### src/rtl/ecc_scrub_pkg.sv
// Shared types, constants and helpers for the background ECC scrubber.
package ecc_scrub_pkg;

    typedef enum logic [2:0] {
        StIdle,
        StRead,
        StCheck,
        StWrite,
        StNext
    } scrub_state_e;

    localparam int unsigned ERR_CORR   = 0;
    localparam int unsigned ERR_UNCORR = 1;

    // Stand-in for the cache's stored line type; override via the line_t type parameter.
    typedef struct packed {
        logic [31:0] data;
        logic [11:0] tag;
        logic        dirty;
        logic        valid;
    } scrub_line_t;

    // Add b to a, clamping at the all-ones value of a w-bit counter (w <= 31).
    function automatic logic [31:0] sat_add(input logic [31:0] a, input logic [31:0] b,
                                            input int unsigned w);
        logic [32:0] sum;
        logic [32:0] max;
        sum = {1'b0, a} + {1'b0, b};
        max = (33'd1 << w) - 33'd1;
        return (sum > max) ? max[31:0] : sum[31:0];
    endfunction

endpackage

### src/rtl/ecc_scrub_timer.sv
// Loadable down-counter pacing set scrubs; holds at zero and flags it.
module ecc_scrub_timer #(
    parameter int unsigned Load = 1024
) (
    input  logic clk_i,
    input  logic rst_ni,
    input  logic load_i,
    input  logic dec_i,
    output logic zero_o
);

    localparam int unsigned W = (Load > 0) ? $clog2(Load + 1) : 1;

    logic [W-1:0] cnt_q, cnt_d;

    always_comb begin
        cnt_d = cnt_q;
        if (load_i) begin
            cnt_d = W'(Load);
        end else if (dec_i && (cnt_q != '0)) begin
            cnt_d = cnt_q - W'(1);
        end
    end

    always_ff @(posedge clk_i or negedge rst_ni) begin
        if (!rst_ni) begin
            cnt_q <= W'(Load);
        end else begin
            cnt_q <= cnt_d;
        end
    end

    assign zero_o = (cnt_q == '0);

endmodule

### src/rtl/ecc_scrub_ctrl.sv
// Background scrubber: reads each set through the shared SRAM port, writes back
// single-bit-corrected ways and reports uncorrectable ones.
module ecc_scrub_ctrl
    import ecc_scrub_pkg::*;
#(
    parameter int unsigned NUM_SETS       = 256,
    parameter int unsigned ASSOC          = 8,
    parameter int unsigned SCRUB_INTERVAL = 1024,
    parameter int unsigned CNT_W          = 16,
    parameter type         line_t         = scrub_line_t,
    localparam int unsigned IdxW          = $clog2(NUM_SETS)
) (
    input  logic                        clk_i,
    input  logic                        rst_ni,
    input  logic                        enable_i,
    output logic                        sram_req_o,
    input  logic                        sram_gnt_i,
    output logic [ASSOC-1:0]            sram_we_o,
    output logic [IdxW-1:0]             sram_idx_o,
    output line_t [ASSOC-1:0]           sram_wdata_o,
    input  line_t [ASSOC-1:0]           corr_data_i,
    input  logic [ASSOC-1:0][1:0]       err_i,
    input  logic                        cache_wr_i,
    input  logic [IdxW-1:0]             cache_wr_idx_i,
    output logic [CNT_W-1:0]            corr_cnt_o,
    output logic [CNT_W-1:0]            uncorr_cnt_o,
    output logic                        uncorr_o,
    output logic [IdxW-1:0]             uncorr_idx_o,
    output logic [ASSOC-1:0]            uncorr_way_o,
    output logic                        sweep_done_o
);

    localparam int unsigned PopW = $clog2(ASSOC + 1);

    scrub_state_e             state_q, state_d;
    logic [IdxW-1:0]          idx_q, idx_d;
    line_t [ASSOC-1:0]        buf_q, buf_d;
    logic [ASSOC-1:0]         fix_q, fix_d;
    logic [CNT_W-1:0]         corr_cnt_q, corr_cnt_d;
    logic [CNT_W-1:0]         uncorr_cnt_q, uncorr_cnt_d;
    logic                     uncorr_q, uncorr_d;
    logic [IdxW-1:0]          uncorr_idx_q, uncorr_idx_d;
    logic [ASSOC-1:0]         uncorr_way_q, uncorr_way_d;
    logic                     sweep_q, sweep_d;

    logic                     timer_load, timer_dec, timer_zero;
    logic [ASSOC-1:0]         fix_mask, bad_mask;
    logic [PopW-1:0]          bad_pop, fix_pop;
    logic                     collide;

    ecc_scrub_timer #(
        .Load (SCRUB_INTERVAL)
    ) u_timer (
        .clk_i  (clk_i),
        .rst_ni (rst_ni),
        .load_i (timer_load),
        .dec_i  (timer_dec),
        .zero_o (timer_zero)
    );

    always_comb begin
        fix_mask = '0;
        bad_mask = '0;
        bad_pop  = '0;
        fix_pop  = '0;
        for (int w = 0; w < int'(ASSOC); w++) begin
            fix_mask[w] = err_i[w][ERR_CORR] & ~err_i[w][ERR_UNCORR];
            bad_mask[w] = err_i[w][ERR_UNCORR];
            bad_pop     = bad_pop + PopW'(bad_mask[w]);
            fix_pop     = fix_pop + PopW'(fix_q[w]);
        end
    end

    assign collide = cache_wr_i && (cache_wr_idx_i == idx_q);

    always_comb begin
        state_d      = state_q;
        idx_d        = idx_q;
        buf_d        = buf_q;
        fix_d        = fix_q;
        corr_cnt_d   = corr_cnt_q;
        uncorr_cnt_d = uncorr_cnt_q;
        uncorr_d     = 1'b0;
        uncorr_idx_d = uncorr_idx_q;
        uncorr_way_d = uncorr_way_q;
        sweep_d      = 1'b0;
        timer_load   = 1'b0;
        timer_dec    = 1'b0;
        sram_req_o   = 1'b0;
        sram_we_o    = '0;

        unique case (state_q)
            StIdle: begin
                if (enable_i) begin
                    if (timer_zero) begin
                        state_d = StRead;
                    end else begin
                        timer_dec = 1'b1;
                    end
                end
            end
            StRead: begin
                sram_req_o = enable_i;
                if (!enable_i) begin
                    state_d = StIdle;
                end else if (sram_gnt_i) begin
                    state_d = StCheck;
                end
            end
            StCheck: begin
                buf_d = corr_data_i;
                fix_d = fix_mask;
                if (bad_mask != '0) begin
                    uncorr_d     = 1'b1;
                    uncorr_idx_d = idx_q;
                    uncorr_way_d = bad_mask;
                    uncorr_cnt_d = CNT_W'(sat_add(32'(uncorr_cnt_q), 32'(bad_pop), CNT_W));
                end
                if (collide) begin
                    fix_d   = '0;
                    state_d = StRead;
                end else if (fix_mask != '0) begin
                    state_d = StWrite;
                end else begin
                    state_d = StNext;
                end
            end
            StWrite: begin
                sram_req_o = 1'b1;
                sram_we_o  = fix_q;
                // A grant wins over a same-cycle collision: the write already happened.
                if (sram_gnt_i) begin
                    corr_cnt_d = CNT_W'(sat_add(32'(corr_cnt_q), 32'(fix_pop), CNT_W));
                    state_d    = StNext;
                end else if (collide) begin
                    fix_d   = '0;
                    state_d = StRead;
                end
            end
            StNext: begin
                idx_d      = idx_q + IdxW'(1);
                sweep_d    = (idx_q == IdxW'(NUM_SETS - 1));
                timer_load = 1'b1;
                state_d    = StIdle;
            end
            default: state_d = StIdle;
        endcase
    end

    always_ff @(posedge clk_i or negedge rst_ni) begin
        if (!rst_ni) begin
            state_q      <= StIdle;
            idx_q        <= '0;
            buf_q        <= '0;
            fix_q        <= '0;
            corr_cnt_q   <= '0;
            uncorr_cnt_q <= '0;
            uncorr_q     <= 1'b0;
            uncorr_idx_q <= '0;
            uncorr_way_q <= '0;
            sweep_q      <= 1'b0;
        end else begin
            state_q      <= state_d;
            idx_q        <= idx_d;
            buf_q        <= buf_d;
            fix_q        <= fix_d;
            corr_cnt_q   <= corr_cnt_d;
            uncorr_cnt_q <= uncorr_cnt_d;
            uncorr_q     <= uncorr_d;
            uncorr_idx_q <= uncorr_idx_d;
            uncorr_way_q <= uncorr_way_d;
            sweep_q      <= sweep_d;
        end
    end

    assign sram_idx_o   = idx_q;
    assign sram_wdata_o = buf_q;
    assign corr_cnt_o   = corr_cnt_q;
    assign uncorr_cnt_o = uncorr_cnt_q;
    assign uncorr_o     = uncorr_q;
    assign uncorr_idx_o = uncorr_idx_q;
    assign uncorr_way_o = uncorr_way_q;
    assign sweep_done_o = sweep_q;

endmodule

### config.mk
export PLATFORM = sky130hd
export DESIGN_NAME = ecc_scrub_ctrl
export DESIGN_NICKNAME = d
export VERILOG_FILES = /design/src/rtl/ecc_scrub_pkg.sv /design/src/rtl/ecc_scrub_timer.sv /design/src/rtl/ecc_scrub_ctrl.sv
export SDC_FILE = /design/constraint.sdc
export NUM_CORES = 1
export LEC_CHECK = 0
export ABC_AREA = 1
export ABC_CLOCK_PERIOD_IN_PS = 4450
export BUFFER_PORTS_ARGS = -buffer_cell sky130_fd_sc_hd__buf_2
export CELL_PAD_IN_SITES_DETAIL_PLACEMENT = 1
export CELL_PAD_IN_SITES_GLOBAL_PLACEMENT = 1
export CORE_AREA = 2 2 323 325
export DETAILED_ROUTE_END_ITERATION = 10
export DIE_AREA = 0 0 325 327
export MAX_ROUTING_LAYER = met4
export PLACE_DENSITY = 0.51
export SYNTH_ARGS = -nofsm -noshare
export SYNTH_HDL_FRONTEND = slang
export SYNTH_HIERARCHICAL = 1
export SYNTH_SLANG_ARGS = --single-unit
### constraint.sdc
create_clock -name clk_i -period 4.45 [get_ports clk_i]
set_input_delay 0 -clock clk_i [delete_from_list [all_inputs] [get_ports clk_i]]
set_output_delay 0 -clock clk_i [all_outputs]
set_load 0.01 [all_outputs]
**Word level (Yosys, flattened, before mapping)**

Cells that the tools add are included.

- Flip-flop bits (word level): 448
- Output and inout bits: 435
- Word-level logic and storage cells: 129

- $add $sub $neg: 18
- $lt $le $gt $ge: 2
- Eq/ne operators: 12
- Muxes and demuxes: 26
- Bitwise logic cells: 16
- Reduce and logical (&&, ||, !) cells: 13

Operators with widths:

| cell | count |
|---|---|
| $add A16 B4 Y17 | 2 |
| $gt A17 B16 Y1 const B | 2 |
| $add A4 B1 Y4 | 8 |
| $mux W16 | 2 |
| $mux W8 | 4 |
| $mux W3 | 8 |
| $mux W11 | 2 |
| $pmux W8 S2 | 1 |
| $reduce_bool A8 Y1 | 2 |
| $pmux W3 S4 | 1 |
| $logic_not A11 Y1 | 1 |
| $reduce_bool A11 Y1 | 1 |
| $sub A11 B1 Y11 const B | 1 |
| $add A3 B1 Y4 | 2 |
| $add A8 B1 Y8 const B | 1 |
| $and A1 B1 Y1 | 8 |
| $eq A8 B8 Y1 | 1 |
| $eq A8 B8 Y1 const B | 1 |
| $ne A2 B2 Y1 const B | 4 |
| $not A1 Y1 | 8 |
| $mux W1 | 7 |
| $add A2 B1 Y3 | 2 |
| $eq A3 B2 Y1 const B | 2 |
| $ne A3 B3 Y1 const B | 2 |
| other kinds (10) | 14 |

**Logic depth before layout (Yosys ltp)**

Gate-level depths: netlist (run 1).

- Depth after elaboration: 10
- Mapped depth: 14
- Gate-level depth less buffers: 14

**Hierarchy**

Netlist (run 1), hierarchy kept.

By module, submodules not included:

| module | instances | cells each | area an instance (sq um) | seq. area each (sq um) |
|---|---|---|---|---|
| ecc_scrub_ctrl | 1 | 2,097 | 17,868.4 | 10,935.5 |
| ecc_scrub_timer | 1 | 89 | 693.2 | 276.5 |

**Worst setup path before layout (run 1)**

OpenSTA, ideal clock, no wires.

- Kind: register to register
- Start point: register corr_cnt_q[0] (netlist: corr_cnt_o[0])
- End point: register corr_cnt_q[10] (netlist: corr_cnt_o[10])
- Library setup time: 69 ps
- Arrival time: 3,592 ps
- Required time: 4,381 ps
- Setup slack: 789 ps
- Cell stages (with the launch flop): 13
- Path buffers: 1
- Clock period less this slack: 3,661 ps
- Cell sequence: dfrtp_1 -> fa_1 -> inv_1 -> fa_1 -> fa_1 -> fa_1 -> fa_1 -> o21ai_0 -> nand2_1 -> nor2_1 -> nand4_1 -> buf_2 -> nand3_1

- Longest elaborated chain between the ends: 3

RTL lines:

| element | line | text |
|---|---|---|
| start: declaration | ecc_scrub_ctrl.sv:39 | `logic [CNT_W-1:0] corr_cnt_q, corr_cnt_d;` |
| start signal: assignment | ecc_scrub_ctrl.sv:167 | `corr_cnt_q <= corr_cnt_d;` |
| $add A16 B4 Y17 * | ecc_scrub_pkg.sv:28 | `sum = {1'b0, a} + {1'b0, b};` |
| $gt A17 B16 Y1 | ecc_scrub_pkg.sv:30 | `return (sum > max) ? max[31:0] : sum[31:0];` |
| $mux W16 * | ecc_scrub_pkg.sv:30 |  |

Mark *: on every way between the ends. The rest lies on a longest branch, timed or not.
A chain may end at the register's enable or synchronous reset.

**Final worst setup path (run 1)**

- Start point: register corr_cnt_q[0] (netlist: corr_cnt_o[0])
- End point: register corr_cnt_q[15] (netlist: corr_cnt_o[15])

The elaborated chain is that of the path after synthesis.

==> results.md, run 1 <==
- Final Hold Vio Count: 0
- CP Capture Type: flop
- First-pass GRT wire length: ~130,000 um
- Synth Area in XOR/XNOR: less than 1%
- Cts hold-fix bufs: 399
- Die H: around 330 um
- Post-synthesis sequential area ratio: about 60%
- Setup-failing EPs final: 0
- Largest family of logic cells by synthesized area: simple AND/OR/NAND/NOR gates
- FMAX: between 200 and 300 MHz
- Vias in the first global route: 20,200
- DRT Pass-1 Iters: 4
- Hold slack: between 0.08 and 0.09 ns
- DP Wirelength: 60,200 um
- Clock Skew: 0.0169 ns
- Number of buffers added for setup after CTS: 0
- Total number of H-tree levels: 2
- Initial Utilization: between 10% and 20%
- Setup TNS: 0 ns
- Max-cap violations: 0
- Cell Rows: 118
- Drt drc: 0
- Die Area: 106,000 sq um
- CP Launch Type: flop
- Status: finished, final reports clean
- Vias per cell: about 4
- Crit-path max FO: 11
- Slew margin rel.: roughly 34%
- Tot Pwr: between 0.015 and 0.02 W
- CTS tree: yes
- Synth Area in Simple Gates: 30.6%
- PortBufs: 831
- Final slew viol count: 0
- IO Pins: 832
- Final GP Congestion: around 0.8
- RSZ-0062 raised after global routing: no
- Die X-Extent: ~330 um
- Wirelength, routed: roughly 84,000 um
- CTS max path bufs: 3
- Yosys warnings: 6
- Worst Path Arrival: around 4.5 ns
- Area grow syn2layout: 62.4%
- PD cells: roughly 650 nW/um^2
- Required time at the worst-slack endpoint: around 5 ns
- Post-cts sizing count: 0
- Antenna-violating nets left: 0
- Measured slew at the worst slew-check pin: about 1.0 ns
- Nets@finish: between 3,000 and 4,000
- Final worst path period share: 88.7%
- Syn_area_per_cell: between 8 and 9 sq um
- Crit Path Category: reg2reg
- Initial antenna violation count: 7
- Routed len/inst: between 15 and 20 um
- Starting DRT DRC Count: 740
- Cts bufs inserted: between 50 and 60
- Min-delay worst type: in2reg
- Mapped cell area: ~19,000 sq um
- Highest-count cells in the layout ignoring fill and taps: nand2_1, buf_2, dfrtp_1, dlygate4sd3_1, inv_1
- Cell count after synthesis: roughly 2,200
- P_leak: between 15 and 20 nW
- Commonest non-fill, non-tap cell in the layout: nand2_1
- Clk Latency, worst-skew pair: ~0.65 ns
- Mux contribution to synthesized area: 0%
- Global Route Usage Sum: 15.8%
- Compound-Gate Fraction of Synth Area: under 10%
- Core area: around 100,000 sq um
- Fraction of layout cells with a size suffix above 1: approximately 28%
- Synth cell types: 39
- Crit path time final: 3.95 ns
- Post-synthesis adder-cell area fraction: 2.09%
- Synth Net Count: 2,608
- Via Count: about 19,000
- Root buffer cell: clkbuf_16
- Peak supply drop: between 0.3 and 0.4 mV
- FF+latch count, synth: around 450
- Total congestion overflow: 0
- Largest net degree at the start of global routing: around 160
- Clk sinks: 448
- Reg clk slew, reported paths: roughly 0.060 ns
where the power goes:
group | switching, W | total (W) | leakage (nW) | internal [W]
Clock | 0.00192 | 0.00471 | 0.923 | 0.00279
Combinational | 0.00501 | 0.00798 | 9.81 | 0.00297
Sequential | 0.00104 | 0.00698 | 5.56 | 0.00595
stage by stage:
step / worst slack [ns] / utilization (%) / instances / instance area [sq um]
CTS: 0.472 / 29.3 / 4821 / 30100
finish: 0.501 / 29.3 / 4827 / 30100
floorplan: 0.789 / - / 2186 / 18600
global placement: 0.480 / 23.6 / 4319 / 24200
detailed placement: 0.471 / 23.6 / 4319 / 24200
global route: 0.249 / 29.3 / 4827 / 30100
critical path: stages (launching register included):
cell	delay, ns
dfrtp_1	0.41
fa_1	0.54
inv_1	0.05
fa_1	0.50
fa_1	0.43
fa_1	0.42
fa_1	0.43
o21ai_0	0.38
nand2_1	0.13
nor2_1	0.21
nand4_1	0.11
buf_4	0.20
nand3_1	0.09
kinds of logic (layout without fill, tap and decap cells):
| group | count (synthesis) | count (layout) |
|---|---|---|
| compound gates | 60 | 60 |
| xor+xnor | 21 | 21 |
| fa+ha+maj | 25 | 25 |
| buf+inv | 180 | 1435 |
| flops | 448 | 448 |
| other cells | 0 | 6 |
| simple gates | 1452 | 1452 |
synthesized netlist by cell type, drive strengths merged:
master / count / area share [%]
o21ai: 38 / 1.0
nand3: 42 / 1.1
dfstp: 1 / 0.14
xor2: 18 / 0.85
and2: 1 / 0.034
o211ai: 1 / 0.040
nand4: 18 / 0.64
inv: 88 / 1.8
nand3b: 7 / 0.28
nor2: 75 / 1.7
clkbuf: 26 / 0.53
buf: 66 / 1.8
nand2: 1288 / 26
a22oi: 2 / 0.081
fa: 10 / 1.1
nor3: 16 / 0.52
ha: 15 / 1.0
nor2b: 1 / 0.034
dfrtp: 447 / 60
o21bai: 2 / 0.081
a21oi: 15 / 0.49
or2: 3 / 0.10
xnor2: 3 / 0.14
nor3b: 1 / 0.040
a2bb2oi: 2 / 0.094
state kept, by name, summed over array words and instances (netlist names), 8 cells and up:
| register | flops |
|---|---|
| corr_cnt_o | 16 |
| fix_q | 8 |
| sram_idx_o | 8 |
| sram_wdata_o | 368 |
| u_timer/cnt_q | 11 |
| uncorr_cnt_o | 16 |
| uncorr_idx_o | 8 |
| uncorr_way_o | 8 |
final timing paths:
kind | from | to | slack, ns | cells past startpoint
worst min-delay path | cache_wr_idx_i[4] | fix_q[5] | 0.08 | 8
min in group asynchronous | rst_ni | sram_wdata_o[316] | 0.45 | 3
worst max-delay path | corr_cnt_o[0] | corr_cnt_o[15] | 0.50 | 12
worst min register to register | sram_wdata_o[94] | sram_wdata_o[94] | 0.46 | 2
max in group asynchronous | rst_ni | sram_wdata_o[191] | 2.96 | 4
worst max register to register | corr_cnt_o[0] | corr_cnt_o[15] | 0.50 | 12
routing by layer:
metal	track usage, %	wire length (um)	vias up
met2	26.0	40500	585
met5	-	0	-
met4	7.21	4050	0
li1	-	-	9106
met3	4.05	5100	155
met1	18.0	33900	9014
layout make-up:
| type | instances | area [sq um] |
|---|---|---|
| well taps | 1380 | 1730 |
| clock buffers | 85 | 1650 |
| fillers | 12300 | 72800 |
| repair buffers | 1244 | 8390 |
| clock inverters | 18 | 230 |
| inverters | 88 | 338 |
| diodes | 6 | 15.0 |
| multi-input cells | 1558 | 6580 |
| flip-flops and latches | 448 | 11200 |
Note: power is estimated with default switching activity, not from simulation.
==> run 2: changes to the inputs <==
--- a/config.mk
+++ b/config.mk
@@ -17,5 +17,4 @@
 export PLACE_DENSITY = 0.51
 export SYNTH_ARGS = -nofsm -noshare
 export SYNTH_HDL_FRONTEND = slang
-export SYNTH_HIERARCHICAL = 1
 export SYNTH_SLANG_ARGS = --single-unit
==> run 2 against run 1 <==
Compared with the run above: clock power rose by 1%; combinational power fell by 0.5%; utilization barely moved; synthesized cell count fell by 1.7%; count of clock-buffer cells in the layout rose by 3; design area barely moved.
==> results.md, run 2 <==
- PD cells: 656 nW/um^2 (was 652 nW/um^2)
- Clk Latency, worst-skew pair: 0.63 ns (was 0.65 ns)
- Die X-Extent: 325 um (unchanged)
- Starting DRT DRC Count: 711 (was 740)
- Synth Net Count: 2,571 (was 2,608)
- Total number of H-tree levels: 2 (unchanged)
- Largest net degree at the start of global routing: 179 (was 162)
- Setup ws final: 0.644 ns (was 0.501 ns)
- PortBufs: 831 (unchanged)
- Worst slack, placed: 0.569 ns (was 0.471 ns)
- Final worst path period share: 85.5% (was 88.7%)
- Sequential Area: 11,200 sq um (unchanged)
- P_leak: 16.1 nW (was 16.3 nW)
- Main synth FF type: dfrtp_1 (unchanged)
- Cell with the most instances after synthesis: nand2_1 (unchanged)
- Cell Rows: 118 (unchanged)
- Setup-failing EPs final: 0 (unchanged)
- Total congestion overflow: 0 (unchanged)
- Global Route Usage Sum: 15.7% (was 15.8%)
- Clk sinks: 448 (unchanged)
- Core area: 103,000 sq um (unchanged)
- Fraction of layout cells with a size suffix above 1: 29.0% (was 27.8%)
- Top-area cell type share of the netlist area: 60.3% (about the same)
- Fill count: 12,400 (was 12,300)
- Syn_area_per_cell: 8.64 sq um (was 8.49 sq um)
- Crit-path max FO: 4 (was 11)
- Reg clk slew, reported paths: 0.06 ns (about the same)
- CP Launch Type: flop (unchanged)
- Crit path time final: 3.81 ns (was 3.95 ns)
- Crit Path Category: reg2reg (unchanged)
- Largest family of logic cells by synthesized area: simple AND/OR/NAND/NOR gates (unchanged)
- Min-delay worst type: in2reg (unchanged)
- Placed Cells: 4,284 (was 4,319)
- EDFF count, synth: 0 (unchanged)
- CP max stage delay: 0.56 ns (was 0.54 ns)
- Initial Utilization: 18.0% (about the same)
- Synth area leaders: dfrtp_1, nand2_1, buf_2, inv_1, nand3_1 (was dfrtp_1, nand2_1, buf_2, inv_1, nor2_1)
- Root buffer cell: clkbuf_16 (unchanged)
- Vias per cell: 3.89 (was 3.91)
- Final slew viol count: 0 (unchanged)
- Initial antenna violation count: 8 (was 7)
- Cell count after synthesis: 2,149 (was 2,186)
- Routed len/inst: 17.3 um (about the same)
- Slowest stage cell, crit path: fa_1 (unchanged)
- Fin area: 30,100 sq um (about the same)
- Synth Area in Simple Gates: 30.7% (was 30.6%)
- Compound-Gate Fraction of Synth Area: 1.73% (was 1.81%)
- Synth Area in XOR/XNOR: 0.944% (was 0.991%)
- Slew margin rel.: 30.9% (was 33.5%)
- Die H: 327 um (unchanged)
- Wirelength, routed: 82,800 um (was 83,600 um)
- DRT Pass-1 Iters: 4 (unchanged)
- Clock Skew: 0.0217 ns (was 0.0169 ns)
- Status: finished, final reports clean (unchanged)
- Final GP Congestion: 0.802 (unchanged)
- Area grow syn2layout: 62.3% (was 62.4%)
- Area of the multi-input gates: 6600 sq um (was 6580 sq um)
- Drt drc: 0 (unchanged)
- Max reg flops: 368 (unchanged)
- CP Capture Type: flop (unchanged)
- CTS max path bufs: 3 (unchanged)
- Vias in the first global route: 20,500 (was 20,200)
- Area post-placement: 24,200 sq um (about the same)
- Post-cts sizing count: 0 (unchanged)
- Commonest non-fill, non-tap cell in the layout: nand2_1 (unchanged)
- Post-synthesis sequential area ratio: 60.4% (about the same)
- Measured slew at the worst slew-check pin: 1.04 ns (was 0.997 ns)
- First-pass GRT wire length: 127,000 um (was 126,000 um)
- Yosys warnings: 0 (was 6)
- DP Wirelength: 59,400 um (was 60,200 um)
- Max-cap violations: 0 (unchanged)
- FF+latch count, synth: 448 (unchanged)
- Final Hold Vio Count: 0 (unchanged)
- Cell repeated most along the worst path: fa_1 (unchanged)
- Mux contribution to synthesized area: 0% (unchanged)
- Synth cell types: 42 (was 39)
- Die Area: 106,000 sq um (unchanged)
- Required time at the worst-slack endpoint: 4.95 ns (was 5.02 ns)
- Top cell type by total area after synthesis: dfrtp_1 (unchanged)
- Cts bufs inserted: 57 (unchanged)
- Mapped cell area: 18,600 sq um (about the same)
- Asr flop ratio synth: 100% (unchanged)
- Cells along the critical path: fa_1 -> inv_1 -> fa_1 -> fa_1 -> fa_1 -> fa_1 -> nand3b_1 -> nand2_1 -> nand2_1 -> nor3_1 -> o21ai_0 -> o22ai_1 -> inv_1 (was fa_1 -> inv_1 -> fa_1 -> fa_1 -> fa_1 -> fa_1 -> o21ai_0 -> nand2_1 -> nor2_1 -> nand4_1 -> buf_4 -> nand3_1)
- Antenna-violating nets left: 0 (unchanged)
- Via Count: 18,600 (was 18,900)
- Highest-count cells in the layout ignoring fill and taps: nand2_1, buf_2, dfrtp_1, dlygate4sd3_1, inv_1 (unchanged)
- IO Pins: 832 (unchanged)
- CTS tree: yes (unchanged)
- Setup TNS: 0 ns (unchanged)
- Post-Layout Cell Count: 4,794 (was 4,827)
- Nets@finish: 3,780 (was 3,819)
- Peak supply drop: 0.335 mV (was 0.326 mV)
- Top cells by count, synth: nand2_1, dfrtp_1, buf_2 (was nand2_1, dfrtp_1, inv_1)
- Worst Path Arrival: 4.31 ns (was 4.52 ns)
- FMAX: 263 MHz (was 253 MHz)
- RSZ-0062 raised after global routing: no (unchanged)
- Post-synthesis adder-cell area fraction: 2.09% (about the same)
[run 2: changes by cell type after synthesis, moves of 11 or more]
cell      delta
nor2_1      -15
clkbuf_1    -13
nand2_1     -19
inv_1       -21
buf_4       +11
[run 2: power breakdown]
part | internal (W) | switching, W
Clock | 0.00285 | 0.00191
Combinational | 0.00300 | 0.00494
Sequential | 0.00599 | 0.00107
Total | 0.0118 | 0.00793
[run 2: kinds of logic (layout without fill, tap and decap cells)]
family,after synthesis,in the layout
flops,448,448
simple gates,1432,1432
xor+xnor,20,20
compound gates,57,57
fa+ha+maj,25,25
other cells,0,9
buf+inv,167,1423
[run 2: final cells by class]
class / instances / area share, %
sequential: 448 / 37.2
inverter: 78 / 1.02
timing repair buffer: 1239 / 27.7
clock buffer: 88 / 5.89
clock inverter: 18 / 0.515
antenna: 9 / 0.0748
tap: 1380 / 5.73
multi-input combinational: 1534 / 21.9
[run 2: timing repair]
action                                 4_1_cts  5_1_grt
endpoints found under the hold margin      605        0
buffers inserted                             0        0
hold buffers                               395        0
[run 2: path summary, 6_finish.rpt]
path                                           to  depth (start not counted)         startpoint  slack [ns]
min in group asynchronous       sram_wdata_o[350]                          3             rst_ni        0.50
max in group asynchronous        u_timer.cnt_q[7]                          4             rst_ni        2.78
worst min register to register  u_timer.cnt_q[10]                          2  u_timer.cnt_q[10]        0.46
worst max register to register     corr_cnt_o[12]                         13      corr_cnt_o[0]        0.64
worst min-delay path                   state_q[2]                          7  cache_wr_idx_i[0]        0.04
worst max-delay path               corr_cnt_o[12]                         13      corr_cnt_o[0]        0.64
[run 2: metrics by stage]
| step | total power (W) | hold WS [ns] | utilization, % |
|---|---|---|---|
| 2_1_floorplan | 0.0111 | -0.296 | - |
| 3_5_place_dp | 0.0149 | 0.0995 | 23.5 |
| 3_3_place_gp | 0.0148 | 0.101 | 23.5 |
| 6_report | 0.0198 | 0.0421 | 29.3 |
| 4_1_cts | 0.0201 | 0.00380 | 29.3 |
| 5_1_grt | 0.0213 | 0.0653 | 29.3 |
[run 2: routing by layer]
layer,track usage [%],up-vias,wire [um]
li1,-,9004,-
met1,18.0,8950,34000
met2,26.9,556,41100
met3,4.05,138,5000
met4,4.88,0,2710
met5,-,-,0
[run 2: worst max-delay path, delay by kind of cell, from the launching register on]
kind / cells / cell delay (ns)
adder cells (fa/ha/maj): 5 / 2.30
AND/OR/NAND/NOR: 4 / 0.60
flip-flops: 1 / 0.41
AO/OA/AOI/OAI: 2 / 0.26
buffers and inverters: 2 / 0.10
